==> src/rtl/lite_s2mm_sequencer_pkg.sv <==
// Shared definitions for the S2MM sequencer: DMA register map, DMASR bit positions,
// FSM state encoding and the err_code values reported to the write-path control.
package lite_s2mm_sequencer_pkg;

   localparam logic [11:0] REG_DMACR  = 12'h030;
   localparam logic [11:0] REG_DMASR  = 12'h034;
   localparam logic [11:0] REG_DA     = 12'h048;
   localparam logic [11:0] REG_LENGTH = 12'h058;

   localparam logic [31:0] DMACR_RS = 32'h0000_0001;

   localparam int SR_IDLE   = 1;
   localparam int SR_INTERR = 4;
   localparam int SR_SLVERR = 5;
   localparam int SR_DECERR = 6;

   typedef enum logic [2:0] {
      ST_IDLE,
      ST_WR_CR,
      ST_WR_DA,
      ST_WR_LEN,
      ST_RD_SR,
      ST_GAP,
      ST_DONE,
      ST_ERR
   } state_t;

   typedef enum logic [2:0] {
      EC_NONE     = 3'd0,
      EC_BRESP    = 3'd1,
      EC_RRESP    = 3'd2,
      EC_DMASR    = 3'd3,
      EC_ZERO_LEN = 3'd4,
      EC_TIMEOUT  = 3'd5
   } err_code_t;

endpackage

==> src/rtl/lite_wr_channel.sv <==
// One AXI4-Lite write: aw/w raised the cycle after go, each dropped the cycle after its own ready.
// Backpressure: valids hold until ready; bready stays high until B is taken; go is ignored while active.
module lite_wr_channel #(
   parameter int ADDR_W = 10
) (
   input  logic              clk,
   input  logic              rst,
   input  logic              go,
   input  logic [ADDR_W-1:0] addr,
   input  logic [31:0]       data,
   output logic [ADDR_W-1:0] awaddr,
   output logic              awvalid,
   input  logic              awready,
   output logic [31:0]       wdata,
   output logic              wvalid,
   input  logic              wready,
   input  logic [1:0]        bresp,
   input  logic              bvalid,
   output logic              bready,
   output logic              active,
   output logic              done,
   output logic [1:0]        resp
);

   assign bready = active;
   assign done   = active & bvalid;
   assign resp   = bresp;

   always_ff @(posedge clk) begin
      if (rst) begin
         active  <= 1'b0;
         awvalid <= 1'b0;
         wvalid  <= 1'b0;
         awaddr  <= '0;
         wdata   <= '0;
      end else if (go && !active) begin
         active  <= 1'b1;
         awvalid <= 1'b1;
         wvalid  <= 1'b1;
         awaddr  <= addr;
         wdata   <= data;
      end else begin
         if (awvalid && awready) awvalid <= 1'b0;
         if (wvalid && wready)   wvalid  <= 1'b0;
         // a response closes the transaction outright, even from a slave that answered early
         if (done) begin
            active  <= 1'b0;
            awvalid <= 1'b0;
            wvalid  <= 1'b0;
         end
      end
   end

endmodule

==> src/rtl/lite_s2mm_sequencer.sv <==
// Programs DMACR/DA/LENGTH then polls DMASR every POLL_GAP cycles; done/err pulse one cycle after the deciding read.
// Every channel waits on its ready/valid; LITE_POLL_TIMEOUT_EN bounds polling to POLL_MAX reads.
module lite_s2mm_sequencer
   import lite_s2mm_sequencer_pkg::*;
#(
   parameter int ADDR_W   = 10,
   parameter int LEN_W    = 26,
   parameter int POLL_GAP = 16,
   parameter int POLL_MAX = 4096
) (
   input  logic              clk,
   input  logic              rst,
   input  logic              start,
   input  logic [31:0]       dest_addr,
   input  logic [LEN_W-1:0]  xfer_len,
   output logic              busy,
   output logic              done,
   output logic              err,
   output logic [2:0]        err_code,
   output logic [ADDR_W-1:0] m_axi_lite_awaddr,
   output logic              m_axi_lite_awvalid,
   input  logic              m_axi_lite_awready,
   output logic [31:0]       m_axi_lite_wdata,
   output logic              m_axi_lite_wvalid,
   input  logic              m_axi_lite_wready,
   input  logic [1:0]        m_axi_lite_bresp,
   input  logic              m_axi_lite_bvalid,
   output logic              m_axi_lite_bready,
   output logic [ADDR_W-1:0] m_axi_lite_araddr,
   output logic              m_axi_lite_arvalid,
   input  logic              m_axi_lite_arready,
   input  logic [31:0]       m_axi_lite_rdata,
   input  logic [1:0]        m_axi_lite_rresp,
   input  logic              m_axi_lite_rvalid,
   output logic              m_axi_lite_rready
);

   localparam int GAP_W = $clog2(POLL_GAP) + 1;

   state_t            state, state_nxt;
   err_code_t         err_code_q, ec_nxt;
   logic [31:0]       dest_q;
   logic [LEN_W-1:0]  len_q;
   logic              accept;
   logic [GAP_W-1:0]  gap_cnt;

   logic              ch_go, ch_active, ch_done;
   logic [1:0]        ch_resp;
   logic [ADDR_W-1:0] wr_addr;
   logic [31:0]       wr_data;

   logic              rd_go, rd_active, rd_done;
   logic              sr_err, sr_idle;
   logic              unused_rdata;

`ifdef LITE_POLL_TIMEOUT_EN
   localparam int PC_W = $clog2(POLL_MAX) + 1;
   logic [PC_W-1:0] poll_cnt;
   logic            poll_last;
   assign poll_last = (poll_cnt == PC_W'(POLL_MAX - 1));
`else
   localparam int unused_poll_max = POLL_MAX;
`endif

   assign err_code = err_code_q;
   assign rd_done  = m_axi_lite_rready & m_axi_lite_rvalid;
   assign sr_err   = m_axi_lite_rdata[SR_INTERR] | m_axi_lite_rdata[SR_SLVERR] | m_axi_lite_rdata[SR_DECERR];
   assign sr_idle  = m_axi_lite_rdata[SR_IDLE];
   assign unused_rdata = ^{m_axi_lite_rdata[31:7], m_axi_lite_rdata[3:2], m_axi_lite_rdata[0]};

   lite_wr_channel #(.ADDR_W(ADDR_W)) u_wr (
      .clk     (clk),
      .rst     (rst),
      .go      (ch_go),
      .addr    (wr_addr),
      .data    (wr_data),
      .awaddr  (m_axi_lite_awaddr),
      .awvalid (m_axi_lite_awvalid),
      .awready (m_axi_lite_awready),
      .wdata   (m_axi_lite_wdata),
      .wvalid  (m_axi_lite_wvalid),
      .wready  (m_axi_lite_wready),
      .bresp   (m_axi_lite_bresp),
      .bvalid  (m_axi_lite_bvalid),
      .bready  (m_axi_lite_bready),
      .active  (ch_active),
      .done    (ch_done),
      .resp    (ch_resp)
   );

   always_comb begin
      wr_addr = ADDR_W'(REG_DMACR);
      wr_data = DMACR_RS;
      case (state)
         ST_WR_DA: begin
            wr_addr = ADDR_W'(REG_DA);
            wr_data = dest_q;
         end
         ST_WR_LEN: begin
            wr_addr = ADDR_W'(REG_LENGTH);
            wr_data = 32'(len_q);
         end
         default: ;
      endcase
   end

   always_comb begin
      state_nxt = state;
      ec_nxt    = err_code_q;
      accept    = 1'b0;
      ch_go     = 1'b0;
      rd_go     = 1'b0;
      busy      = (state != ST_IDLE);
      done      = (state == ST_DONE);
      err       = (state == ST_ERR);
      case (state)
         ST_IDLE: begin
            if (start) begin
               accept = 1'b1;
               if (xfer_len == '0) begin
                  state_nxt = ST_ERR;
                  ec_nxt    = EC_ZERO_LEN;
               end else begin
                  state_nxt = ST_WR_CR;
                  ec_nxt    = EC_NONE;
               end
            end
         end
         ST_WR_CR, ST_WR_DA, ST_WR_LEN: begin
            ch_go = !ch_active;
            if (ch_done) begin
               if (ch_resp != 2'b00) begin
                  state_nxt = ST_ERR;
                  ec_nxt    = EC_BRESP;
               end else if (state == ST_WR_CR) begin
                  state_nxt = ST_WR_DA;
               end else if (state == ST_WR_DA) begin
                  state_nxt = ST_WR_LEN;
               end else begin
                  // LENGTH is written last because it kicks the engine off
                  state_nxt = ST_RD_SR;
               end
            end
         end
         ST_RD_SR: begin
            rd_go = !rd_active;
            if (rd_done) begin
               if (m_axi_lite_rresp != 2'b00) begin
                  state_nxt = ST_ERR;
                  ec_nxt    = EC_RRESP;
               end else if (sr_err) begin
                  state_nxt = ST_ERR;
                  ec_nxt    = EC_DMASR;
               end else if (sr_idle) begin
                  state_nxt = ST_DONE;
`ifdef LITE_POLL_TIMEOUT_EN
               end else if (poll_last) begin
                  state_nxt = ST_ERR;
                  ec_nxt    = EC_TIMEOUT;
`endif
               end else begin
                  state_nxt = ST_GAP;
               end
            end
         end
         ST_GAP: begin
            if (gap_cnt == GAP_W'(POLL_GAP - 1)) state_nxt = ST_RD_SR;
         end
         ST_DONE, ST_ERR: state_nxt = ST_IDLE;
         default: state_nxt = ST_IDLE;
      endcase
   end

   always_ff @(posedge clk) begin
      if (rst) begin
         state      <= ST_IDLE;
         err_code_q <= EC_NONE;
         dest_q     <= '0;
         len_q      <= '0;
         gap_cnt    <= '0;
      end else begin
         state      <= state_nxt;
         err_code_q <= ec_nxt;
         gap_cnt    <= (state == ST_GAP) ? gap_cnt + GAP_W'(1) : '0;
         if (accept) begin
            dest_q <= dest_addr;
            len_q  <= xfer_len;
         end
      end
   end

   // DMASR read: AR first, then R accepted with rready raised only after the address is taken
   always_ff @(posedge clk) begin
      if (rst) begin
         rd_active          <= 1'b0;
         m_axi_lite_arvalid <= 1'b0;
         m_axi_lite_rready  <= 1'b0;
         m_axi_lite_araddr  <= '0;
      end else if (rd_go) begin
         rd_active          <= 1'b1;
         m_axi_lite_arvalid <= 1'b1;
         m_axi_lite_araddr  <= ADDR_W'(REG_DMASR);
      end else begin
         if (m_axi_lite_arvalid && m_axi_lite_arready) begin
            m_axi_lite_arvalid <= 1'b0;
            m_axi_lite_rready  <= 1'b1;
         end
         if (rd_done) begin
            m_axi_lite_rready <= 1'b0;
            rd_active         <= 1'b0;
         end
      end
   end

`ifdef LITE_POLL_TIMEOUT_EN
   always_ff @(posedge clk) begin
      if (rst) begin
         poll_cnt <= '0;
      end else if (state == ST_WR_LEN && ch_done) begin
         poll_cnt <= '0;
      end else if (rd_done) begin
         poll_cnt <= poll_cnt + PC_W'(1);
      end
   end
`endif

endmodule

==> config.mk <==
export PLATFORM = sky130hd
export DESIGN_NAME = lite_s2mm_sequencer
export DESIGN_NICKNAME = d
export VERILOG_FILES = /design/src/rtl/lite_s2mm_sequencer_pkg.sv /design/src/rtl/lite_wr_channel.sv /design/src/rtl/lite_s2mm_sequencer.sv
export SDC_FILE = /design/constraint.sdc
export NUM_CORES = 1
export LEC_CHECK = 0
export CAP_MARGIN = 20
export CORE_UTILIZATION = 45
export DETAILED_ROUTE_END_ITERATION = 12
export GPL_TIMING_DRIVEN = 0
export PLACE_DENSITY = 0.81
export SLEW_MARGIN = 10
export SYNTH_ARGS = -nofsm -noshare
export SYNTH_HDL_FRONTEND = slang
export SYNTH_SLANG_ARGS = --single-unit
==> constraint.sdc <==
create_clock -name clk -period 2.12 [get_ports clk]
set_input_delay 0.424 -clock clk [delete_from_list [all_inputs] [get_ports clk]]
set_output_delay 0.424 -clock clk [all_outputs]
set_load 0.01 [all_outputs]
==> results of run 1 <==
[final timing paths]
kind | from | end | slack [ns]
worst min register to register | dest_q[31] | dest_q[31] | 0.46
worst min-delay path | dest_q[31] | dest_q[31] | 0.46
worst max register to register | state[2] | u_wr.wdata[14] | 0.32
worst max-delay path | state[1] | err | 0.09
[cells in the final DEF, fill, tap and decap left out, types with 3 or more instances in the layout]
cell type and n:
sky130_fd_sc_hd__nor3_1 6, sky130_fd_sc_hd__buf_4 23, sky130_fd_sc_hd__a22oi_1 31, sky130_fd_sc_hd__nand2_1 125, sky130_fd_sc_hd__inv_1 4, sky130_fd_sc_hd__o211ai_1 3, sky130_fd_sc_hd__nand3b_1 3, sky130_fd_sc_hd__nand2b_1 5
sky130_fd_sc_hd__clkbuf_8 9, sky130_fd_sc_hd__dfxtp_1 109, sky130_fd_sc_hd__clkbuf_1 16, sky130_fd_sc_hd__nand3_1 5, sky130_fd_sc_hd__a21oi_1 69, sky130_fd_sc_hd__nor2_1 45, sky130_fd_sc_hd__bufinv_16 3, sky130_fd_sc_hd__a22o_1 25
sky130_fd_sc_hd__nor2b_1 4, sky130_fd_sc_hd__clkdlybuf4s50_1 123, sky130_fd_sc_hd__and3_1 6, sky130_fd_sc_hd__mux2i_1 3, sky130_fd_sc_hd__nor4_1 6, sky130_fd_sc_hd__a311oi_1 3, sky130_fd_sc_hd__conb_1 13, sky130_fd_sc_hd__buf_2 15
sky130_fd_sc_hd__clkbuf_2 5
[power by group through the flow]
stage               logic [uW]  clock network [uW]  registers (uW)
floorplan                 1340                   0            2670
global placement          2130                   0            2660
detailed placement        2170                   0            2690
CTS                       2170                1490            2640
global route              2430                1580            2690
finish                    2230                1470            2650
[cell usage after synthesis (all sizes together), types with 3 or more instances]
master / n
o211ai: 4
nand2: 125
and3: 6
buf: 38
nor2b: 4
nor4: 6
nand3: 5
a311oi: 3
clkbuf: 21
nand3b: 3
nand2b: 5
a22o: 25
nor2: 46
a21oi: 70
mux2i: 3
a22oi: 31
dfxtp: 111
nor3: 7
inv: 4
[routing by layer]
metal  GRT usage [%]  share of wire (%)  vias to the layer above
met5               0                  0                        -
met4           8.132                1.2                        0
met3           2.736                5.2                       13
met2           43.93                 51                      136
met1           30.35                 42                     2008
li1                -                  -                     2127
[logic make-up (layout without fill, tap and decap cells)]
group,count (synthesis),after routing,synth area share (%)
AND/OR/NAND/NOR,215,215,20.53
AO/OA/AOI/OAI,143,143,21.03
flip-flops,111,111,49.01
buffers and inverters,63,203,7.423
multiplexers,4,4,0.9933
adder cells (fa/ha/maj),2,2,0.5518
XOR/XNOR,2,2,0.3864
other,1,13,0.08270
[cell type report]
type	count	area share (%)
flip-flops and latches	111	35.61
multi-input cells	379	32.31
repair buffers	127	20.17
plain buffers	57	5.262
well taps	133	2.661
clock buffers	10	2.041
clock inverters	5	1.701
inverters	4	0.2401
[repair_timing]
| action | 4_1_cts | 5_1_grt |
|---|---|---|
| cloned | 0 | 0 |
| resized for setup | 7 | 4 |
| setup endpoints to repair | 39 | 2 |
| buffers inserted | 0 | 4 |
[registers in the layout, summed over array words and instances (netlist names)]
signal              count
m_axi_lite_rready       1
m_axi_lite_araddr       1
state                   3
u_wr.active             1
u_wr.wdata             32
u_wr.awvalid            1
len_q                  26
u_wr.wvalid             1
dest_q                 32
m_axi_lite_arvalid      1
u_wr.awaddr             3
rd_active               1
err_code                3
gap_cnt                 5
[worst reg2reg max path: stages (launching register included)]
cell	delay, ns
sky130_fd_sc_hd__dfxtp_1	0.34
sky130_fd_sc_hd__buf_6	0.14
sky130_fd_sc_hd__buf_4	0.14
sky130_fd_sc_hd__or3_1	0.36
sky130_fd_sc_hd__buf_2	0.19
sky130_fd_sc_hd__buf_2	0.22
sky130_fd_sc_hd__a22oi_1	0.23
sky130_fd_sc_hd__nor2_1	0.07
[through the flow]
step	power [uW]	std cells
final	6342	826
after global routing	6706	826
after CTS	6299	822
after detailed placement	4857	809
after global placement	4790	809
after floorplan	4015	553
==> results list, run 1 <==
- Setup violations remaining at the end of the flow were counted as 0.
- The number of antenna diodes in the final layout is 0.
- Synthesis instantiated 47 different standard cells from the library.
- In this run, synthesis produced a sequential element count of 111.
* Post-synth EDFFs: 0
* Critical path data required time: 1.70 ns
* Via-to-Cell Ratio: 5.186
* Area inside the core boundary: 9774 sq um
* Predominant post-synthesis flop cell: sky130_fd_sc_hd__dfxtp_1
- Setup_tns: 0 ns
- Static power due to leakage: 0.002377 uW
- Critical path launch point type: register
* Area post-placement: 5977 sq um
* Clock latency of the later-clocked register in the worst-skew pair: 0.35 ns
* Post-Syn Area: 4534 sq um
- For the pin with the worst max-slew slack, the measured transition is 0.5701 ns.
- Between clock sinks in the finished design, the worst skew comes to 0.009953 ns.
- Minimum clock period after layout: 2.028 ns
* Outcome: complete, no violations
- The die covers 10480 sq um.
- STA classifies the critical path endpoint as an output pin.
* Number of antenna violations at the first check in global routing: 0
* Number of maximum-capacitance violations: 0
- Die outline height: 102.4 um
* Final HPWL from detailed placement: 9.601 mm
- Die outline width: 102.4 um
* Post-Route Utilization: 63.98%
- Clock Root Buffer: sky130_fd_sc_hd__clkbuf_8
* Clock slew seen by the registers of the worst setup and hold paths: 0.10 ns
- Once detail routing completed, the nets flagged for antenna violations numbered 0.
- In this run the number of H-tree levels came out at 3.
- Once layout is done, the placed cells without fillers occupy 6254 sq um.
- Clk buf depth: 2
* Total CTS buffers: 9
* Fillers: 884
- Largest cells by area after synthesis: sky130_fd_sc_hd__dfxtp_1 49%, sky130_fd_sc_hd__nand2_1 10%, sky130_fd_sc_hd__a21oi_1 7.6%
* Fraction of final layout cells sized beyond drive strength 1: 9.957%
* Sequential cell area: 2227 sq um
* Cell depth of the worst setup path: 3
- The count of buffers added on input and output ports is 123.
- Setup repair after global routing left no endpoint under its margin.
- Std-Cell Rows: 36
* Setup Crit Path Kind: register to output pin
* Highest cell delay on the worst timing path: 0.53 ns
- The via count of the first global-routing pass is 4142.
* Hold Vio Cnt, Final: 0
- Based on the critical path, the design can be clocked at up to 493.0 MHz.
- Sum of routed wire length over all layers: 12.66 mm
- Via count: 4284
- The worst hold path belongs to the class register to register.
- Power per standard cell area: 1014 nW/um^2
- After synthesis, the largest area contributor takes up 49.01% of total cell area.
* DP Worst Slack: -0.4407 ns
* Hold Path Depth: 2
* Post-synth top area cell: sky130_fd_sc_hd__dfxtp_1
* I/O pin count: 165
- Sequential cells account for 41.8% of the total power.
- Of the total power, the share spent switching nets is 34.54%.
- Traced cell by cell, the critical path runs through buf_4, and3_1, clkdlybuf4s50_1.
- Largest net degree at the start of global routing: 20
- Global routing used 24.44% of the available tracks across all layers.
- Hold buffer count at CTS: 0
* Worst Path Arrival: 1.60 ns
- Synth-to-Final Area Change: 37.91%
* Highest-delay cell along the critical path: sky130_fd_sc_hd__clkdlybuf4s50_1
* Post-layout net count: 793
- The first global-routing pass estimated 19.56 mm of wire.
* WP buf/inv: 2
- Yosys printed 0 warnings.
- Internal Pwr Total: 4151 uW
* Gate power share: 35.1%
- Switching power summed over all nets: 2191 uW
- Drt pass-1 iters: 4
* Part of the power in the clock network: 23.1%
- On the critical path the largest part of the delay comes from buffers and inverters.
* Sum of overflow across all layers after global routing: 0
- TritonCTS built the clock tree.
- In the synthesized netlist, the number of instances is 541.
* VDD IR max: 0.6000 mV
- Fraction of registers with async set or reset after synthesis: 0%
- DRC Markers: 0
- Detailed Route Iter0 Violations: 164
- In the finished design, the share of the clock period the worst path needs comes to 95.68%.
- Number of cells on the worst reg-to-reg path: 7
- The congestion estimate from routability-driven global placement came to 0.8344.
- Starting Density: 46.39%
- Highest net fanout along the worst path: 10
- Share of synthesized area occupied by flip-flops and latches: 49.01%
* Relative slew slack: 61.99%
* Pins Over Slew Limit: 0
- Post-route setup slack: 0.09167 ns
* Final routed wire length divided by cell count: 15.32 um
- The tightest hold path in the finished design has a slack of 0.4614 ns.
- Clock Sink Count: 111
* Footprint of the multi-input gates: 2021 sq um
- Post-Synthesis Mean Instance Area: 8.381 sq um
Power figures use the tool's default switching activity.
==> inputs of run 2 (changes only) <==
Settings changed: GPL_ROUTABILITY_DRIVEN set to 0.
==> run 2 against run 1 <==
- core utilization down 0.51 points
- clock power down 14%
- wire length down 2.8%
- clock skew about the same
- global-route usage down 0.43 points
- fmax down 1.3%
- largest cell class unchanged
- highest routed layer unchanged
==> results list, run 2 (synthesis gave the netlist of run 1 again) <==
- The max-slew violation count was 0 (unchanged).
- The power share of the combinational group came to 36.2% (was 35.1%).
- The pin count of the biggest net entering global routing is 20 (unchanged).
- The number of nets at the end of the flow came to 792 (was 793).
- Post-placement cell count: 809 (unchanged)
- The category of the critical setup timing path was register to output pin (unchanged).
* Critical path data required time: 1.70 ns (about the same)
- The number of ports placed on the die boundary is 165 (unchanged).
* Biggest regs: dest_q: 32 flops, u_wr.wdata: 32 flops, len_q: 26 flops (unchanged)
- DP Worst Slack: -0.4154 ns (was -0.4407 ns)
- The number of remaining DRC errors came to 0 (unchanged).
- TritonCTS clock tree: done (unchanged)
- Part of the power in the clock network: 20.5% (was 23.1%)
- The category of the worst setup path capture point was an output pin (unchanged).
* Clock Sink Count: 111 (unchanged)
- Most common library cell in the layout ignoring fill and taps: sky130_fd_sc_hd__nand2_1 (unchanged)
- The cell class contributing the biggest share of worst-path delay is buffers and inverters (unchanged).
- Sum of routed wire length over all layers: 12.31 mm (was 12.66 mm)
- Sequential cell area: 2226 sq um (was 2227 sq um)
- Count of buffers from port buffering: 123 (unchanged)
- The residual antenna-violating net count after detailed routing came to 0 (unchanged).
- The first-pass GRT wire length came to 19.23 mm (was 19.56 mm).
- The peak clock frequency supported by timing was 486.6 MHz (was 493.0 MHz).
* Footprint of the multi-input gates: 2021 sq um (unchanged)
- Synth-to-Final Area Change: 36.81% (was 37.91%)
- Final HPWL from detailed placement: 9.190 mm (was 9.601 mm)
* WP buf/inv: 2 (unchanged)
- The minimum period implied by the final worst setup slack came to 2.055 ns (was 2.028 ns).
- The row count was 36 (unchanged).
- Slew at the pin closest to its max-slew limit: 0.5275 ns (was 0.5701 ns)
- The placed instance area was 5977 sq um (unchanged).
* Worst Path Arrival: 1.63 ns (was 1.60 ns)
- Filler-free cell count of the finished design: 825 (was 826)
- Drt pass-1 iters: 5 (was 4)
- H-tree depth reported by CTS: 3 (unchanged)
- The initial core utilization was 46.39% (unchanged).
* Fraction of final layout cells sized beyond drive strength 1: 9.393% (was 9.957%)
* Worst min-delay path class: register to register (unchanged)
* Die outline width: 102.4 um (unchanged)
* Fraction of power spent switching nets: 35.79% (was 34.54%)
* Internal Pwr Total: 3930 uW (was 4151 uW)
* Number of diodes: 0 (unchanged)
* Critical-path cell list: buf_8, and3_1, clkdlybuf4s50_1 (was buf_4, and3_1, clkdlybuf4s50_1)
* VDD IR max: 0.5292 mV (was 0.6000 mV)
- The via count of the first global-routing pass is 4071 (was 4142).
- Unrepaired setup endpoints after global routing: false (unchanged)
* Power per standard cell area: 986.5 nW/um^2 (was 1014 nW/um^2)
- The final hold violation count is 0 (unchanged).
* Number of maximum-capacitance violations: 0 (unchanged)
- Via count: 4324 (was 4284)
- Clock Root Buffer: sky130_fd_sc_hd__clkbuf_8 (unchanged)
- Outcome: complete, no violations (unchanged)
- Fillers: 836 (was 884)
* Clock slew seen by the registers of the worst setup and hold paths: 0.09 ns (was 0.10 ns)
- Clk buf depth: 2 (unchanged)
- The worst-case register-to-register setup slack is 0.27 ns (was 0.32 ns).
- Switching power summed over all nets: 2190 uW (was 2191 uW)
* Critical path launch point type: register (unchanged)
* Final routed wire length divided by cell count: 14.92 um (was 15.32 um)
- Most used cells in the layout excluding fill and tap cells: 125 x sky130_fd_sc_hd__nand2_1, 123 x sky130_fd_sc_hd__clkdlybuf4s50_1, 110 x sky130_fd_sc_hd__dfxtp_1, 69 x sky130_fd_sc_hd__a21oi_1, 45 x sky130_fd_sc_hd__nor2_1 (was 125 x sky130_fd_sc_hd__nand2_1, 123 x sky130_fd_sc_hd__clkdlybuf4s50_1, 109 x sky130_fd_sc_hd__dfxtp_1, 69 x sky130_fd_sc_hd__a21oi_1, 45 x sky130_fd_sc_hd__nor2_1)
* Combined global-route utilization of all metal layers: 24.00% (was 24.44%)
- The total of endpoints with negative setup slack in the final report was 0 (unchanged).
- The global route total overflow was 0 (unchanged).
* Area inside the core boundary: 9774 sq um (unchanged)
- The insertion delay of the later-clocked pin in the worst-skew pair is 0.36 ns (was 0.35 ns).
- The largest fanout on the critical path was 19 (was 10).
- The worst-case clock skew came to 0.01045 ns (was 0.009953 ns).
- Fraction of the cycle the final worst path needs: 96.94% (was 95.68%)
- Detailed Route Iter0 Violations: 167 (was 164)
- Die ar.: 10480 sq um (unchanged)
* Relative slew slack: 64.83% (was 61.99%)
* Number of antenna violations at the first check in global routing: 0 (unchanged)
* Sequential fraction of design power: 43.3% (was 41.8%)
- Final instance area: 6203 sq um (was 6254 sq um)
* Static power due to leakage: 0.002344 uW (was 0.002377 uW)
* Highest cell delay on the worst timing path: 0.53 ns (about the same)
- The TritonCTS buffer count was 9 (unchanged).
- Via-to-Cell Ratio: 5.241 (was 5.186)
* Post-route setup slack: 0.06487 ns (was 0.09167 ns)
- Highest-delay cell along the critical path: sky130_fd_sc_hd__clkdlybuf4s50_1 (unchanged)
- The die outline height was 102.4 um (unchanged).
==> run 2: metrics by stage <==
stage / total power (uW) / hold WS, ns / utilization (%) / TNS (ns)
after CTS: 6072 / 0.4617 / 63.13 / 0
after global routing: 6468 / 0.4785 / 63.47 / 0
after global placement: 4771 / 0.4261 / 61.15 / -21.18
final: 6120 / 0.4605 / 63.47 / 0
after detailed placement: 4847 / 0.4437 / 61.15 / -24.47
after floorplan: 4015 / 0.4176 / - / 0
==> run 2: power by group through the flow <==
stage | combinational, uW | sequential, uW | clock, uW
floorplan | 1340 | 2670 | 0
global placement | 2110 | 2660 | 0
detailed placement | 2170 | 2680 | 0
CTS | 2170 | 2640 | 1270
global route | 2430 | 2690 | 1360
finish | 2220 | 2650 | 1260
==> run 2: worst paths after layout <==
path	from	endpoint	cells after the start
min reg2reg	dest_q[7]	dest_q[7]	2
max	state[0]	err	3
max reg2reg	state[2]	u_wr.wdata[20]	8
min	dest_q[7]	dest_q[7]	2
==> run 2: cell type report <==
type                            instances  area share (%)
Sequential cell                       111           35.88
Clock buffer                           10           2.219
Inverter                                4          0.2420
Tap cell                              133           2.683
Multi-Input combinational cell        379           32.57
Buffer                                 57           5.244
Timing Repair Buffer                  126           20.21
Clock inverter                          5          0.9480
==> run 2: timing repair <==
action / CTS / global route
hold endpoints to repair: 0 / 0
setup endpoints to repair: 23 / 2
hold buffers: 0 / 0
setup buffers: 0 / 3
gates resized for setup: 4 / 3
==> run 2: worst min-delay path: stages, from the launching register on <==
cell and delay (ns):
sky130_fd_sc_hd__dfxtp_1 0.32, sky130_fd_sc_hd__nand2_1 0.05, sky130_fd_sc_hd__a21oi_1 0.05
==> run 2: per-layer routing <==
layer | global-route usage (%) | part of all wire [%] | vias to the layer above
met5 | 0 | 0 | -
met4 | 11.10 | 2.1 | 0
li1 | - | - | 2118
met3 | 2.941 | 7.1 | 20
met1 | 30.27 | 42 | 2020
met2 | 40.99 | 49 | 166
